===== src/rtl/matmul_sequencer.sv =====
// rtl/matmul_sequencer.sv - sequences one systolic matrix-multiply: clear, feed, drain, row write-back.
// Optional PERF_CNT_EN adds op_cycles_o, a saturating busy-cycle counter.
module matmul_sequencer #(
    parameter int DIM_W = 2,
    parameter int CNT_W = 4
) (
    input  logic             clk_i,
    input  logic             rst_i,
    input  logic             start_i,
    input  logic             mode_i,
    input  logic [DIM_W-1:0] dim_n_i,
    input  logic [DIM_W-1:0] dim_k_i,
    input  logic [DIM_W-1:0] dim_m_i,
    input  logic             reload_a_i,
    input  logic             reload_b_i,
    input  logic             res_wr_ready_i,
    output logic             busy_o,
    output logic             done_o,
    output logic             err_o,
    output logic             array_clr_o,
    output logic             array_en_o,
    output logic             a_rd_en_o,
    output logic             b_rd_en_o,
    output logic [DIM_W-1:0] k_idx_o,
    output logic             res_wr_en_o,
`ifdef PERF_CNT_EN
    output logic [DIM_W-1:0] res_row_o,
    output logic [15:0]      op_cycles_o
`else
    output logic [DIM_W-1:0] res_row_o
`endif
);

    typedef enum logic [2:0] {
        S_IDLE  = 3'd0,
        S_CLEAR = 3'd1,
        S_FEED  = 3'd2,
        S_DRAIN = 3'd3,
        S_WRITE = 3'd4,
        S_DONE  = 3'd5
    } state_t;

    state_t           r_state;
    logic [CNT_W-1:0] r_cnt;
    logic [DIM_W-1:0] r_row;
    logic [DIM_W-1:0] r_dim_n;
    logic [DIM_W-1:0] r_dim_k;
    logic [DIM_W-1:0] r_dim_m;
    logic             r_reload_a;
    logic             r_reload_b;
    logic             r_cached;

    state_t           w_state_nxt;
    logic [CNT_W-1:0] w_cnt_nxt;
    logic [DIM_W-1:0] w_row_nxt;
    logic [DIM_W-1:0] w_dim_n_nxt;
    logic [DIM_W-1:0] w_dim_k_nxt;
    logic [DIM_W-1:0] w_dim_m_nxt;
    logic             w_reload_a_nxt;
    logic             w_reload_b_nxt;
    logic             w_cached_nxt;
    logic [CNT_W-1:0] w_drain_len;
    logic             w_feed_nxt;

    // Skew between the first and last PE of an N x M array is (N-1)+(M-1) steps.
    assign w_drain_len = CNT_W'(r_dim_n) + CNT_W'(r_dim_m);

    always_comb begin
        w_state_nxt    = r_state;
        w_cnt_nxt      = r_cnt;
        w_row_nxt      = r_row;
        w_dim_n_nxt    = r_dim_n;
        w_dim_k_nxt    = r_dim_k;
        w_dim_m_nxt    = r_dim_m;
        w_reload_a_nxt = r_reload_a;
        w_reload_b_nxt = r_reload_b;
        w_cached_nxt   = r_cached;
        case (r_state)
            S_IDLE: begin
                if (start_i) begin
                    w_dim_n_nxt    = dim_n_i;
                    w_dim_k_nxt    = dim_k_i;
                    w_dim_m_nxt    = dim_m_i;
                    w_reload_a_nxt = reload_a_i;
                    w_reload_b_nxt = reload_b_i;
                    w_cnt_nxt      = '0;
                    w_row_nxt      = '0;
                    w_state_nxt    = mode_i ? S_FEED : S_CLEAR;
                end
            end
            S_CLEAR: begin
                w_cnt_nxt   = '0;
                w_state_nxt = S_FEED;
            end
            S_FEED: begin
                if (r_cnt == CNT_W'(r_dim_k)) begin
                    w_cnt_nxt   = '0;
                    w_row_nxt   = '0;
                    w_state_nxt = (w_drain_len == '0) ? S_WRITE : S_DRAIN;
                end else begin
                    w_cnt_nxt = r_cnt + CNT_W'(1);
                end
            end
            S_DRAIN: begin
                if (r_cnt == w_drain_len - CNT_W'(1)) begin
                    w_cnt_nxt   = '0;
                    w_row_nxt   = '0;
                    w_state_nxt = S_WRITE;
                end else begin
                    w_cnt_nxt = r_cnt + CNT_W'(1);
                end
            end
            S_WRITE: begin
                // res_wr_en_o is high throughout WRITE, so ready alone completes the handshake.
                if (res_wr_ready_i) begin
                    if (r_row == r_dim_n) begin
                        w_state_nxt = S_DONE;
                    end else begin
                        w_row_nxt = r_row + DIM_W'(1);
                    end
                end
            end
            S_DONE: begin
                w_cached_nxt = 1'b1;
                w_state_nxt  = S_IDLE;
            end
            default: begin
                w_state_nxt = S_IDLE;
            end
        endcase
    end

    assign w_feed_nxt = (w_state_nxt == S_FEED);

    // Outputs are decoded from the next state so they line up with the state they describe.
    always_ff @(posedge clk_i or posedge rst_i) begin
        if (rst_i) begin
            r_state     <= S_IDLE;
            r_cnt       <= '0;
            r_row       <= '0;
            r_dim_n     <= '0;
            r_dim_k     <= '0;
            r_dim_m     <= '0;
            r_reload_a  <= 1'b0;
            r_reload_b  <= 1'b0;
            r_cached    <= 1'b0;
            busy_o      <= 1'b0;
            done_o      <= 1'b0;
            err_o       <= 1'b0;
            array_clr_o <= 1'b0;
            array_en_o  <= 1'b0;
            a_rd_en_o   <= 1'b0;
            b_rd_en_o   <= 1'b0;
            k_idx_o     <= '0;
            res_wr_en_o <= 1'b0;
            res_row_o   <= '0;
        end else begin
            r_state     <= w_state_nxt;
            r_cnt       <= w_cnt_nxt;
            r_row       <= w_row_nxt;
            r_dim_n     <= w_dim_n_nxt;
            r_dim_k     <= w_dim_k_nxt;
            r_dim_m     <= w_dim_m_nxt;
            r_reload_a  <= w_reload_a_nxt;
            r_reload_b  <= w_reload_b_nxt;
            r_cached    <= w_cached_nxt;
            busy_o      <= (w_state_nxt != S_IDLE);
            done_o      <= (w_state_nxt == S_DONE);
            err_o       <= start_i && (r_state != S_IDLE);
            array_clr_o <= (w_state_nxt == S_CLEAR);
            array_en_o  <= w_feed_nxt || (w_state_nxt == S_DRAIN);
            a_rd_en_o   <= w_feed_nxt && (w_reload_a_nxt || !w_cached_nxt);
            b_rd_en_o   <= w_feed_nxt && (w_reload_b_nxt || !w_cached_nxt);
            k_idx_o     <= w_feed_nxt ? w_cnt_nxt[DIM_W-1:0] : '0;
            res_wr_en_o <= (w_state_nxt == S_WRITE);
            res_row_o   <= (w_state_nxt == S_WRITE) ? w_row_nxt : '0;
        end
    end

`ifdef PERF_CNT_EN
    logic [15:0] r_op_cycles;

    always_ff @(posedge clk_i or posedge rst_i) begin
        if (rst_i) begin
            r_op_cycles <= '0;
        end else if ((r_state == S_IDLE) && start_i) begin
            r_op_cycles <= '0;
        end else if (busy_o && (r_op_cycles != 16'hFFFF)) begin
            r_op_cycles <= r_op_cycles + 16'd1;
        end
    end

    assign op_cycles_o = r_op_cycles;
`endif

endmodule


===== config.mk =====
export PLATFORM = sky130hd
export DESIGN_NAME = matmul_sequencer
export DESIGN_NICKNAME = d
export VERILOG_FILES = /design/src/rtl/matmul_sequencer.sv
export SDC_FILE = /design/constraint.sdc
export NUM_CORES = 1
export LEC_CHECK = 0
export CAP_MARGIN = 40
export CORE_UTILIZATION = 53
export DETAILED_ROUTE_END_ITERATION = 8
export GPL_TIMING_DRIVEN = 0
export PLACE_DENSITY = 0.75
export REMOVE_ABC_BUFFERS = 1
export SLEW_MARGIN = 20
export SYNTH_ARGS = -nofsm -noshare
export SYNTH_HDL_FRONTEND = slang
export SYNTH_SLANG_ARGS = --single-unit

===== constraint.sdc =====
create_clock -name clk_i -period 3.3 [get_ports clk_i]
set_clock_uncertainty 0.1 [all_clocks]
set_input_delay 0.99 -clock clk_i [delete_from_list [all_inputs] [get_ports clk_i]]
set_output_delay 0.99 -clock clk_i [all_outputs]
set_load 0.05 [all_outputs]

==> results.sh, run 1 <==
export IMPL_final_common_cell="dfrtp_1"
export IMPL_yosysTopAreaCell="dfrtp_1"
export IMPL_core_area_mm2=0.002781
export IMPL_wl_met1_um=1299
export IMPL_htreeDepth=2
export IMPL_rsz0062_at_grt="no"
export IMPL_power_frac_seq=0.295
export IMPL_synth_warnings=0
export IMPL_holdBufCountCts=0
export IMPL_wl_met2_um=1540
export IMPL_fin_crit_sh=0.8932
export IMPL_n_fill_cell=218
export IMPL_async_flop_share=1.000
export IMPL_r2r_slack_ns=0.35
export IMPL_worstHoldStart="r_reload_b"
export IMPL_min_path_cells=2
export IMPL_cts_tree="yes"
export IMPL_power_density_mw_per_mm2=1106
export IMPL_drc=0
export IMPL_maxSlewHeadroom=0.5749
export IMPL_yosysTopAreaCellShare=0.4769
export IMPL_hold_end="r_reload_b"
export IMPL_floorplan_initialDensity=0.5659
export IMPL_outcome="complete, no violations"
export IMPL_setup_violations=0
export IMPL_maxUsedRoutingLayer="met4"
export IMPL_synth_top_cells_by_area="dfrtp_1 (48%), ha_1 (3.2%), mux2_2 (2.9%)"
export IMPL_fin_ws_ns=0.3524
export IMPL_cp_start_kind="flip-flop"
export IMPL_cap_violations=0
export IMPL_p_comb_frac=0.570
export IMPL_placed_cell_area_mm2=0.001858
export IMPL_fin_nets=186
export IMPL_cp_arrival_ns=3.05
export IMPL_portBuffers=24
export IMPL_worstReg2RegStart="r_dim_n[0]"
export IMPL_p_sw_frac=0.4654
export IMPL_ys_ff_latch=30
export IMPL_cts_repair_resized=0
export IMPL_synth_distinct_cells=50
export IMPL_post_cts_buffers=0
export IMPL_wl_um=3130
export IMPL_grt_start_max_net_pins=17
export IMPL_max_freq_mhz=339.3
export IMPL_io_pins=25
export IMPL_cts_buffers=5
export IMPL_critPathKind="reg -> reg"
export IMPL_die_area_mm2=0.003192
export IMPL_routabilityCongestion=0.8295
export IMPL_drive_gt1_frac=0.1657
export IMPL_synth_top_flop_cell="dfrtp_1"
export IMPL_root_buffer="clkbuf_4"
export IMPL_final_max_slew_viol_count=0
export IMPL_clock_sinks=30
export IMPL_grt_total_usage=0.2295
export IMPL_multi_input_area_um2=764.5
export IMPL_clk_path_buf_depth=2
export IMPL_path_max_fanout=5
export IMPL_final_setup_tns_ns=0
export IMPL_clk_latency_ns=0.34
export IMPL_hold_violations=0
export IMPL_p_int_mw=1.145
export IMPL_rows=19
export IMPL_grt_pass1_wl_um=5361
export IMPL_power_switching_mw=0.9967
export IMPL_worst_slew_pin_transition_ns=0.6370
export IMPL_synth_edf_count=0
export IMPL_dp_hpwl_um=2306
export IMPL_ff2ff_path_depth=9
export IMPL_syn_cell_area_mm2=0.001574
export IMPL_crit_required_ns=3.40
export IMPL_antenna_found_initial=0
export IMPL_wl_met3_um=189
export IMPL_die_w_um=56.50
export IMPL_critPathCaptureType="flip-flop"
export IMPL_total_leakage_power_nw=0.8357
export IMPL_final_area_mm2=0.001936
export IMPL_wl_per_cell_um=15.65
export IMPL_grt_pass1_vias=1168
export IMPL_fin_crit_ns=2.948
export IMPL_worstReg2RegEnd="busy_o"
export IMPL_avgSynthCellArea_um2=11.24
export IMPL_first_pass_iters=5
export IMPL_num_vias=1167
export IMPL_area_growth_syn_to_layout_pct=22.97
export IMPL_gr_total_overflow=0
export IMPL_diodes=0
export IMPL_postRouteAntennaNets=0
export IMPL_layout_common_cells="dfrtp_1 (30), clkdlybuf4s50_1 (24), inv_1 (11), nand2_1 (8), a21oi_1 (7)"
export IMPL_totalPowerFinal_mw=2.142
export IMPL_hold_ws_ns=0.4014
export IMPL_vdd_ir_drop_max_mv=0.7491
export IMPL_synth_seq_area_share=0.4769
export IMPL_die_y_um=56.50
export IMPL_initialDrtViolationCount=28
export IMPL_seq_area_um2=750.7
export IMPL_clockPowerShare=0.135
export IMPL_place_ws_ns=0.4159
export IMPL_clk_pin_slew_ns=0.10
export IMPL_hp_class="reg -> reg"
export IMPL_via_per_inst=5.835
export IMPL_netlist_instances=140
==> synthesized netlist by cell type, drive strengths merged, types with 2 or more instances <==
master and count:
or2 2, o21ai 4, inv 11, nor2 4, mux2i 3, nand2b 5, dfrtp 30, a31oi 3
o21bai 3, buf 3, nand3 5, mux2 4, nor4 4, a211oi 5, nor2b 3, clkbuf 2
xor2 4, xnor2 3, a21o 2, ha 4, nand2 8, a21oi 7
==> registers in the layout, indices dropped and copies added (netlist names), 2 cells and up <==
register,cells
r_dim_m,2
r_dim_k,2
r_state,3
res_row_o,2
r_cnt,4
k_idx_o,2
r_dim_n,2
r_row,2
==> power by group through the flow <==
stage               registers [mW]  clock network [mW]  logic (mW)
floorplan                    0.753                   0       0.775
global placement             0.627                   0        1.13
detailed placement           0.639                   0        1.19
CTS                          0.631               0.294        1.22
global route                 0.652               0.316        1.32
finish                       0.631               0.289        1.22
==> cells by family (layout without fill, tap and decap cells) <==
kind of cell / count (synthesis) / in the layout / share of synthesized area
buffers and inverters: 16 / 45 / 0.04133
and+or+nand+nor: 43 / 43 / 0.1765
DFF: 30 / 30 / 0.4769
muxes: 7 / 7 / 0.04769
xor gates and xnor gates: 7 / 7 / 0.04849
adders and majority gates: 5 / 5 / 0.04452
AOI/OAI and AO/OA: 32 / 32 / 0.1645
==> worst max-delay path by stage <==
stage               slack, ns  depth (start not counted)     endpoint       start
floorplan                0.41                          5    b_rd_en_o     start_i
global placement        -0.73                          6  res_wr_en_o     start_i
detailed placement       0.42                          5    a_rd_en_o     start_i
CTS                      0.39                          9       busy_o  r_dim_n[0]
global route             0.19                          9       busy_o  r_dim_n[0]
finish                   0.35                          9       busy_o  r_dim_n[0]
==> metrics by stage <==
stage,instances,utilization
floorplan,135,-
global placement,190,0.6577
detailed placement,192,0.6680
CTS,200,0.6959
global route,200,0.6959
finish,200,0.6959
==> final cells by class <==
| class | count | share of cell area |
|---|---|---|
| multi-input combinational | 94 | 0.3950 |
| clock inverter | 3 | 0.02069 |
| sequential | 30 | 0.3878 |
| inverter | 11 | 0.02133 |
| clock buffer | 5 | 0.01939 |
| timing repair buffer | 26 | 0.1357 |
| tap | 31 | 0.02004 |
==> layer usage <==
layer / track usage / up-vias
met4: 0.1289 / 0
met1: 0.2569 / 563
met2: 0.3731 / 42
met3: 0.08756 / 12
li1: - / 550
met5: 0 / -
==> worst max-delay path, stage by stage, from the launching register on <==
cell and delay [ns]:
dfrtp_1 0.47, ha_1 0.23, inv_1 0.06, fa_1 0.46, ha_1 0.25, xnor2_1 0.26, or3_4 0.20, a31oi_4 0.11
a221oi_2 0.53, nand3_1 0.14
(Power assumes the default switching activity.)
==> run 2: changes to the inputs <==
--- a/config.mk
+++ b/config.mk
@@ -5,11 +5,12 @@
 export SDC_FILE = /design/constraint.sdc
 export NUM_CORES = 1
 export LEC_CHECK = 0
+export ABC_AREA = 1
 export CAP_MARGIN = 40
-export CORE_UTILIZATION = 53
+export CORE_UTILIZATION = 52
 export DETAILED_ROUTE_END_ITERATION = 8
 export GPL_TIMING_DRIVEN = 0
-export PLACE_DENSITY = 0.75
+export PLACE_DENSITY = 0.74
 export REMOVE_ABC_BUFFERS = 1
 export SLEW_MARGIN = 20
 export SYNTH_ARGS = -nofsm -noshare
==> run 2 against run 1 <==
  * The flow now finishes with violations (design-rule violations)
  * Sequential power decreased by 4.6%
  * Final cell count increased by 32%
  * Non-clock buffer count decreased by 1
  * Global-route usage increased by 0.92 points
  * Total power decreased by 6.2%
  * Synthesized cell count increased by 43%
  * Area after synthesis decreased by 0.24%
  * Highest routed layer unchanged
  * Count of clock-buffer cells in the layout unchanged
  * Critical path depth increased by 6
==> results.sh, run 2 <==
export IMPL_drc=4
export IMPL_core_area_mm2=0.002805
export IMPL_post_route_util=0.6949
export IMPL_fin_ws_ns=0.5976
export IMPL_fin_crit_ns=2.702
export IMPL_synth_simple_area_share=0.2964
export IMPL_layout_common_cells="nand2_1 (43), inv_1 (32), dfrtp_1 (30), nor2_1 (28), clkdlybuf4s50_1 (24)"
export IMPL_clk_path_buf_depth=2
export IMPL_totalPowerFinal_mw=2.009
export IMPL_diodes=0
export IMPL_routabilityCongestion=0.8481
export IMPL_clock_sinks=30
export IMPL_grt_total_usage=0.2387
export IMPL_yosysMostFrequentCell="nand2_1"
export IMPL_hp_class="reg -> reg"
export IMPL_grt_pass1_vias=1361
export IMPL_rsz0062_at_grt="no"
export IMPL_path_max_fanout=5
export IMPL_async_flop_share=1.000
export IMPL_via_per_inst=5.144
export IMPL_wl_met1_um=1465
export IMPL_netlist_instances=200
export IMPL_die_y_um=56.95
export IMPL_die_area_mm2=0.003243
export IMPL_drive_gt1_frac=0.1078
export IMPL_final_max_slew_viol_count=0
export IMPL_power_density_mw_per_mm2=1031
export IMPL_root_buffer="clkbuf_4"
export IMPL_rows=19
export IMPL_synth_edf_count=0
export IMPL_htreeDepth=2
export IMPL_cp_start_kind="flip-flop"
export IMPL_synth_top_cells_by_area="dfrtp_1 (48%), nand2_1 (10%), inv_1 (7.6%)"
export IMPL_outcome="finished, violations left"
export IMPL_synth_warnings=0
export IMPL_clk_pin_slew_ns=0.09
export IMPL_cts_buffers=5
export IMPL_die_w_um=56.95
export IMPL_post_cts_buffers=0
export IMPL_wl_met3_um=215
export IMPL_place_ws_ns=0.5808
export IMPL_wl_um=3252
export IMPL_cts_repair_resized=0
export IMPL_syn_cell_area_mm2=0.001570
export IMPL_synth_top_flop_cell="dfrtp_1"
export IMPL_postRouteAntennaNets=0
export IMPL_regMostFlops="r_cnt"
export IMPL_maxSlewHeadroom=0.6172
export IMPL_initialDrtViolationCount=65
export IMPL_antenna_found_initial=0
export IMPL_floorplan_initialDensity=0.5598
export IMPL_clk_latency_ns=0.33
export IMPL_cap_violations=0
export IMPL_yosys_top_cells_count="nand2_1 (43), inv_1 (32), dfrtp_1 (30), nor2_1 (28), nand3_1 (21)"
export IMPL_fin_crit_sh=0.8189
export IMPL_ys_ff_latch=30
export IMPL_synthAdderAreaFrac=0.04462
export IMPL_hold_violations=0
export IMPL_fin_nets=249
export IMPL_largest_reg_flops=4
export IMPL_final_common_cell="nand2_1"
export IMPL_synth_seq_area_share=0.4781
export IMPL_min_path_cells=1
export IMPL_critPathKind="reg -> reg"
export IMPL_final_setup_tns_ns=0
export IMPL_synth_top_family_by_area="simple AND/OR/NAND/NOR gates"
export IMPL_cts_tree="yes"
export IMPL_wl_per_cell_um=12.37
export IMPL_synth_distinct_cells=22
export IMPL_top_regs="r_cnt (4), r_state (3)"
export IMPL_num_vias=1353
export IMPL_area_growth_syn_to_layout_pct=24.14
export IMPL_dp_hpwl_um=2631
export IMPL_total_leakage_power_nw=1.029
export IMPL_synth_compound_area_share=0.05976
export IMPL_holdBufCountCts=0
export IMPL_yosysTopAreaCell="dfrtp_1"
export IMPL_crit_required_ns=3.47
export IMPL_wl_met2_um=1500
export IMPL_setup_violations=0
export IMPL_maxUsedRoutingLayer="met4"
export IMPL_gr_total_overflow=0
export IMPL_r2r_slack_ns=0.60
export IMPL_synth_mux_area_frac=0.02869
export IMPL_vdd_ir_drop_max_mv=0.5808
export IMPL_violations="design-rule violations"
export IMPL_synth_xor_area_share=0.005578
export IMPL_first_pass_iters=6
export IMPL_critPathCaptureType="flip-flop"
export IMPL_portBuffers=24
export IMPL_grt_start_max_net_pins=19
export IMPL_max_freq_mhz=370.0
export IMPL_avgSynthCellArea_um2=7.851
export IMPL_grt_pass1_wl_um=5823
export IMPL_yosysTopAreaCellShare=0.4781
export IMPL_cp_arrival_ns=2.87
export IMPL_ff2ff_path_depth=15
export IMPL_worst_slew_pin_transition_ns=0.5736
export IMPL_io_pins=25
-- run 2: cell types whose count changed in the layout (fill, tap and decap cells not counted), moves of 3 or more --
| cell | before | now |
|---|---|---|
| nor2b_1 | 3 | 0 |
| mux2i_1 | 3 | 0 |
| inv_2 | 0 | 3 |
| nand3_1 | 5 | 21 |
| inv_1 | 11 | 32 |
| nor2_1 | 4 | 28 |
| o21bai_1 | 3 | 0 |
| a21oi_1 | 7 | 10 |
| nand2b_1 | 5 | 1 |
| nor2_2 | 0 | 6 |
| nand2_1 | 8 | 43 |
| a211oi_1 | 4 | 0 |
| xnor2_1 | 3 | 0 |
-- run 2: logic make-up after synthesis --
kind of cell    Yosys count
buf+inv                  36
simple gates            106
xor+xnor                  1
fa+ha+maj                 5
compound gates           18
flops                    30
mux                       4
-- run 2: path summary, 6_finish.rpt --
kind	end	startpoint
max in group asynchronous	r_state[2]	rst_i
worst min-delay path	r_reload_a	r_reload_a
min in group asynchronous	r_dim_k[1]	rst_i
worst min register to register	r_reload_a	r_reload_a
worst max-delay path	res_row_o[1]	r_dim_n[0]
worst max register to register	res_row_o[1]	r_dim_n[0]
-- run 2: where the power goes --
| part | internal, mW | switching (mW) |
|---|---|---|
| combinational | 0.389 | 0.733 |
| sequential | 0.504 | 0.0980 |
| clock | 0.157 | 0.128 |
| total | 1.05 | 0.959 |
-- run 2: metal layers --
metal	vias to the layer above	global-route usage
li1	685	-
met1	613	0.3055
met2	46	0.3765
met3	9	0.05896
met4	0	0.1289
met5	-	0
-- run 2: critical path: stages (launching register included) --
cell	delay, ns
dfrtp_1	0.45
ha_1	0.22
inv_1	0.07
fa_1	0.45
ha_1	0.33
nand2_1	0.07
inv_1	0.04
nor2_1	0.07
nand2_1	0.07
nor2_2	0.13
nand2_1	0.12
nand2_2	0.14
nand3_2	0.11
nor2_2	0.13
nand2_2	0.08
nor2_1	0.08
-- run 2: layout make-up --
| cell class | instances | area [um^2] |
|---|---|---|
| fill | 243 | 855.8 |
| inverter | 35 | 131.4 |
| timing repair buffer | 25 | 267.8 |
| sequential | 30 | 750.7 |
| tap | 31 | 38.79 |
| clock inverter | 3 | 40.04 |
| multi-input combinational | 134 | 683.2 |
| clock buffer | 5 | 37.54 |
-- run 2: per-stage QoR --
step                std cells  hold WS (ns)  area, um^2
finish                    263        0.4012        1949
global route              263        0.4391        1949
CTS                       263        0.4080        1949
detailed placement        255        0.3854        1872
global placement          254        0.3796        1844
floorplan                 199        0.3465        1565
==> run 3: changes to the inputs <==
--- a/config.mk
+++ b/config.mk
@@ -7,10 +7,10 @@
 export LEC_CHECK = 0
 export ABC_AREA = 1
 export CAP_MARGIN = 40
-export CORE_UTILIZATION = 52
+export CORE_UTILIZATION = 47
 export DETAILED_ROUTE_END_ITERATION = 8
 export GPL_TIMING_DRIVEN = 0
-export PLACE_DENSITY = 0.74
+export PLACE_DENSITY = 0.7
 export REMOVE_ABC_BUFFERS = 1
 export SLEW_MARGIN = 20
 export SYNTH_ARGS = -nofsm -noshare
==> constraint.sdc (replaced) <==
create_clock -name clk_i -period 2.2 [get_ports clk_i]
set_clock_uncertainty 0.1 [all_clocks]
set_input_delay 0.66 -clock clk_i [delete_from_list [all_inputs] [get_ports clk_i]]
set_output_delay 0.66 -clock clk_i [all_outputs]
set_load 0.05 [all_outputs]
==> run 3 against run 2 <==
  * The run ends with negative setup slack left
  * Non-clock buffer count grew 8
  * Fmax grew 10%
  * Total power increased by 60%
  * Utilization is 3.0 points lower
  * Wire length grew 3.2%
  * First-iteration DRC count shrank 62%
  * Final cell count rose by 7.6%
  * Count of clock-buffer cells in the layout grew 2
  * Global-route usage is 1.4 points lower
  * Register-to-register slack got worse by 0.85 ns
  * Sequential share of layout area decreased by 2.1 points
  * Largest cell class is now multi-input gates
  * Highest routed layer unchanged
==> results.sh, run 3 (synthesis results as in run 2) <==
export IMPL_outcome="finished, violations left"
export IMPL_violations="negative setup slack"
export IMPL_die_y_um=59.80
export IMPL_wl_um=3357
export IMPL_initialDrtViolationCount=25
export IMPL_die_w_um=59.80
export IMPL_top_regs="r_cnt (4), r_state (3)"
export IMPL_drc=0
export IMPL_num_vias=1375
export IMPL_power_density_mw_per_mm2=1560
export IMPL_critPathCaptureType="flip-flop"
export IMPL_cts_buffers=5
export IMPL_met2_usage=0.3683
export IMPL_total_leakage_power_nw=1.116
export IMPL_cap_violations=0
export IMPL_instances_no_fill=283
export IMPL_grt_busiest_layer="met2"
export IMPL_critPathKind="reg -> reg"
export IMPL_grt_total_usage=0.2247
export IMPL_first_pass_iters=4
export IMPL_use_met1=0.2793
export IMPL_met3_usage=0.06926
export IMPL_fin_crit_ns=2.452
export IMPL_routabilityCongestion=0.8716
export IMPL_n_fill_cell=285
export IMPL_final_setup_tns_ns=-2.817
export IMPL_totalPowerFinal_mw=3.218
export IMPL_final_max_slew_viol_count=0
export IMPL_regMostFlops="r_cnt"
export IMPL_cp_arrival_ns=2.56
export IMPL_largest_reg_flops=4
export IMPL_die_area_mm2=0.003576
export IMPL_cp_start_kind="flip-flop"
export IMPL_setup_violations=15
export IMPL_diodes=0
export IMPL_gr_total_overflow=0
export IMPL_io_pins=25
export IMPL_via_per_inst=4.859
export IMPL_post_place_cells=268
export IMPL_dp_hpwl_um=2511
export IMPL_antenna_found_initial=0
export IMPL_htreeDepth=2
export IMPL_postRouteAntennaNets=0
export IMPL_grt_pass1_wl_um=5713
export IMPL_crit_required_ns=2.31
export IMPL_fin_nets=257
export IMPL_core_area_mm2=0.003103
export IMPL_path_max_fanout=5
export IMPL_vdd_ir_drop_max_mv=0.8740
export IMPL_post_route_util=0.6649
export IMPL_portBuffers=24
export IMPL_cts_tree="yes"
export IMPL_clk_latency_ns=0.32
export IMPL_worst_slew_pin_transition_ns=0.5491
export IMPL_clk_path_buf_depth=2
export IMPL_fin_ws_ns=-0.2518
export IMPL_maxSlewHeadroom=0.6336
export IMPL_rsz0062_at_grt="yes"
export IMPL_hold_violations=0
export IMPL_max_freq_mhz=407.9
export IMPL_wl_per_cell_um=11.86
export IMPL_drive_gt1_frac=0.1883
export IMPL_grt_pass1_vias=1310
export IMPL_grt_start_max_net_pins=20
export IMPL_hold_ws_ns=0.4152
export IMPL_floorplan_initialDensity=0.5060
export IMPL_final_common_cell="nand2_1"
export IMPL_layout_common_cells="nand2_1 (41), inv_1 (31), dfrtp_1 (30), nor2_1 (25), nand3_1 (15)"
export IMPL_hp_class="reg -> reg"
export IMPL_rows=20
export IMPL_fin_crit_sh=1.114
export IMPL_clock_sinks=30
export IMPL_clk_pin_slew_ns=0.08
export IMPL_root_buffer="clkbuf_4"
export IMPL_area_growth_syn_to_layout_pct=31.39
## run 3: cell type report
type / count / area (um^2) / share of cell area
Clock buffer: 7 / 45.04 / 0.02183
Tap cell: 44 / 55.05 / 0.02668
Multi-Input combinational cell: 134 / 760.7 / 0.3687
Sequential cell: 30 / 750.7 / 0.3639
Timing Repair Buffer: 33 / 320.3 / 0.1552
Inverter: 35 / 131.4 / 0.06367
## run 3: report_power, final
group / switching, mW / internal, mW
sequential: 0.132 / 0.756
clock: 0.175 / 0.120
combinational: 1.25 / 0.785
total: 1.56 / 1.66
## run 3: critical path: stages, from the launching register on
cell and delay [ns]:
dfrtp_1 0.39, ha_2 0.19, inv_2 0.05, fa_2 0.45
ha_4 0.29, nor2_2 0.03, nor2_1 0.09, nand2_1 0.07
nor2_2 0.12, nand2_2 0.10, nand2_4 0.12, buf_4 0.13
buf_6 0.08, buf_6 0.08, nand3_2 0.05
## run 3: timing repair
| action | CTS | global route |
|---|---|---|
| hold buffers | 0 | 0 |
| pin swaps | 6 | 4 |
| setup buffers | 7 | 2 |
| setup endpoints to repair | 28 | 16 |
| resized for setup | 25 | 7 |
## run 3: metal layers
metal | vias to the layer above | wire length (um) | share of wire
met2 | 31 | 1661 | 0.49
met1 | 641 | 1511 | 0.45
met5 | - | 0 | 0
li1 | 699 | - | -
met4 | 0 | 54 | 0.016
met3 | 4 | 131 | 0.039
## run 3: path summary, 6_finish.rpt
check / start / slack (ns) / to / depth (start not counted)
max: r_dim_n[0] / -0.25 / array_en_o / 14
min: r_reload_a / 0.42 / r_reload_a / 1
max reg2reg: r_dim_n[0] / -0.25 / array_en_o / 14
min reg2reg: r_reload_a / 0.42 / r_reload_a / 1
max in group asynchronous: rst_i / 0.95 / array_en_o / 3
min in group asynchronous: rst_i / 0.58 / r_dim_k[1] / 2
## run 3: per-stage QoR
stage	setup slack, ns	instance area, um^2
3_3_place_gp	-0.3886	1861
5_1_grt	-0.4216	2063
4_1_cts	-0.2911	2021
6_report	-0.2518	2063
3_5_place_dp	-0.4428	1888
2_1_floorplan	-0.1944	1565
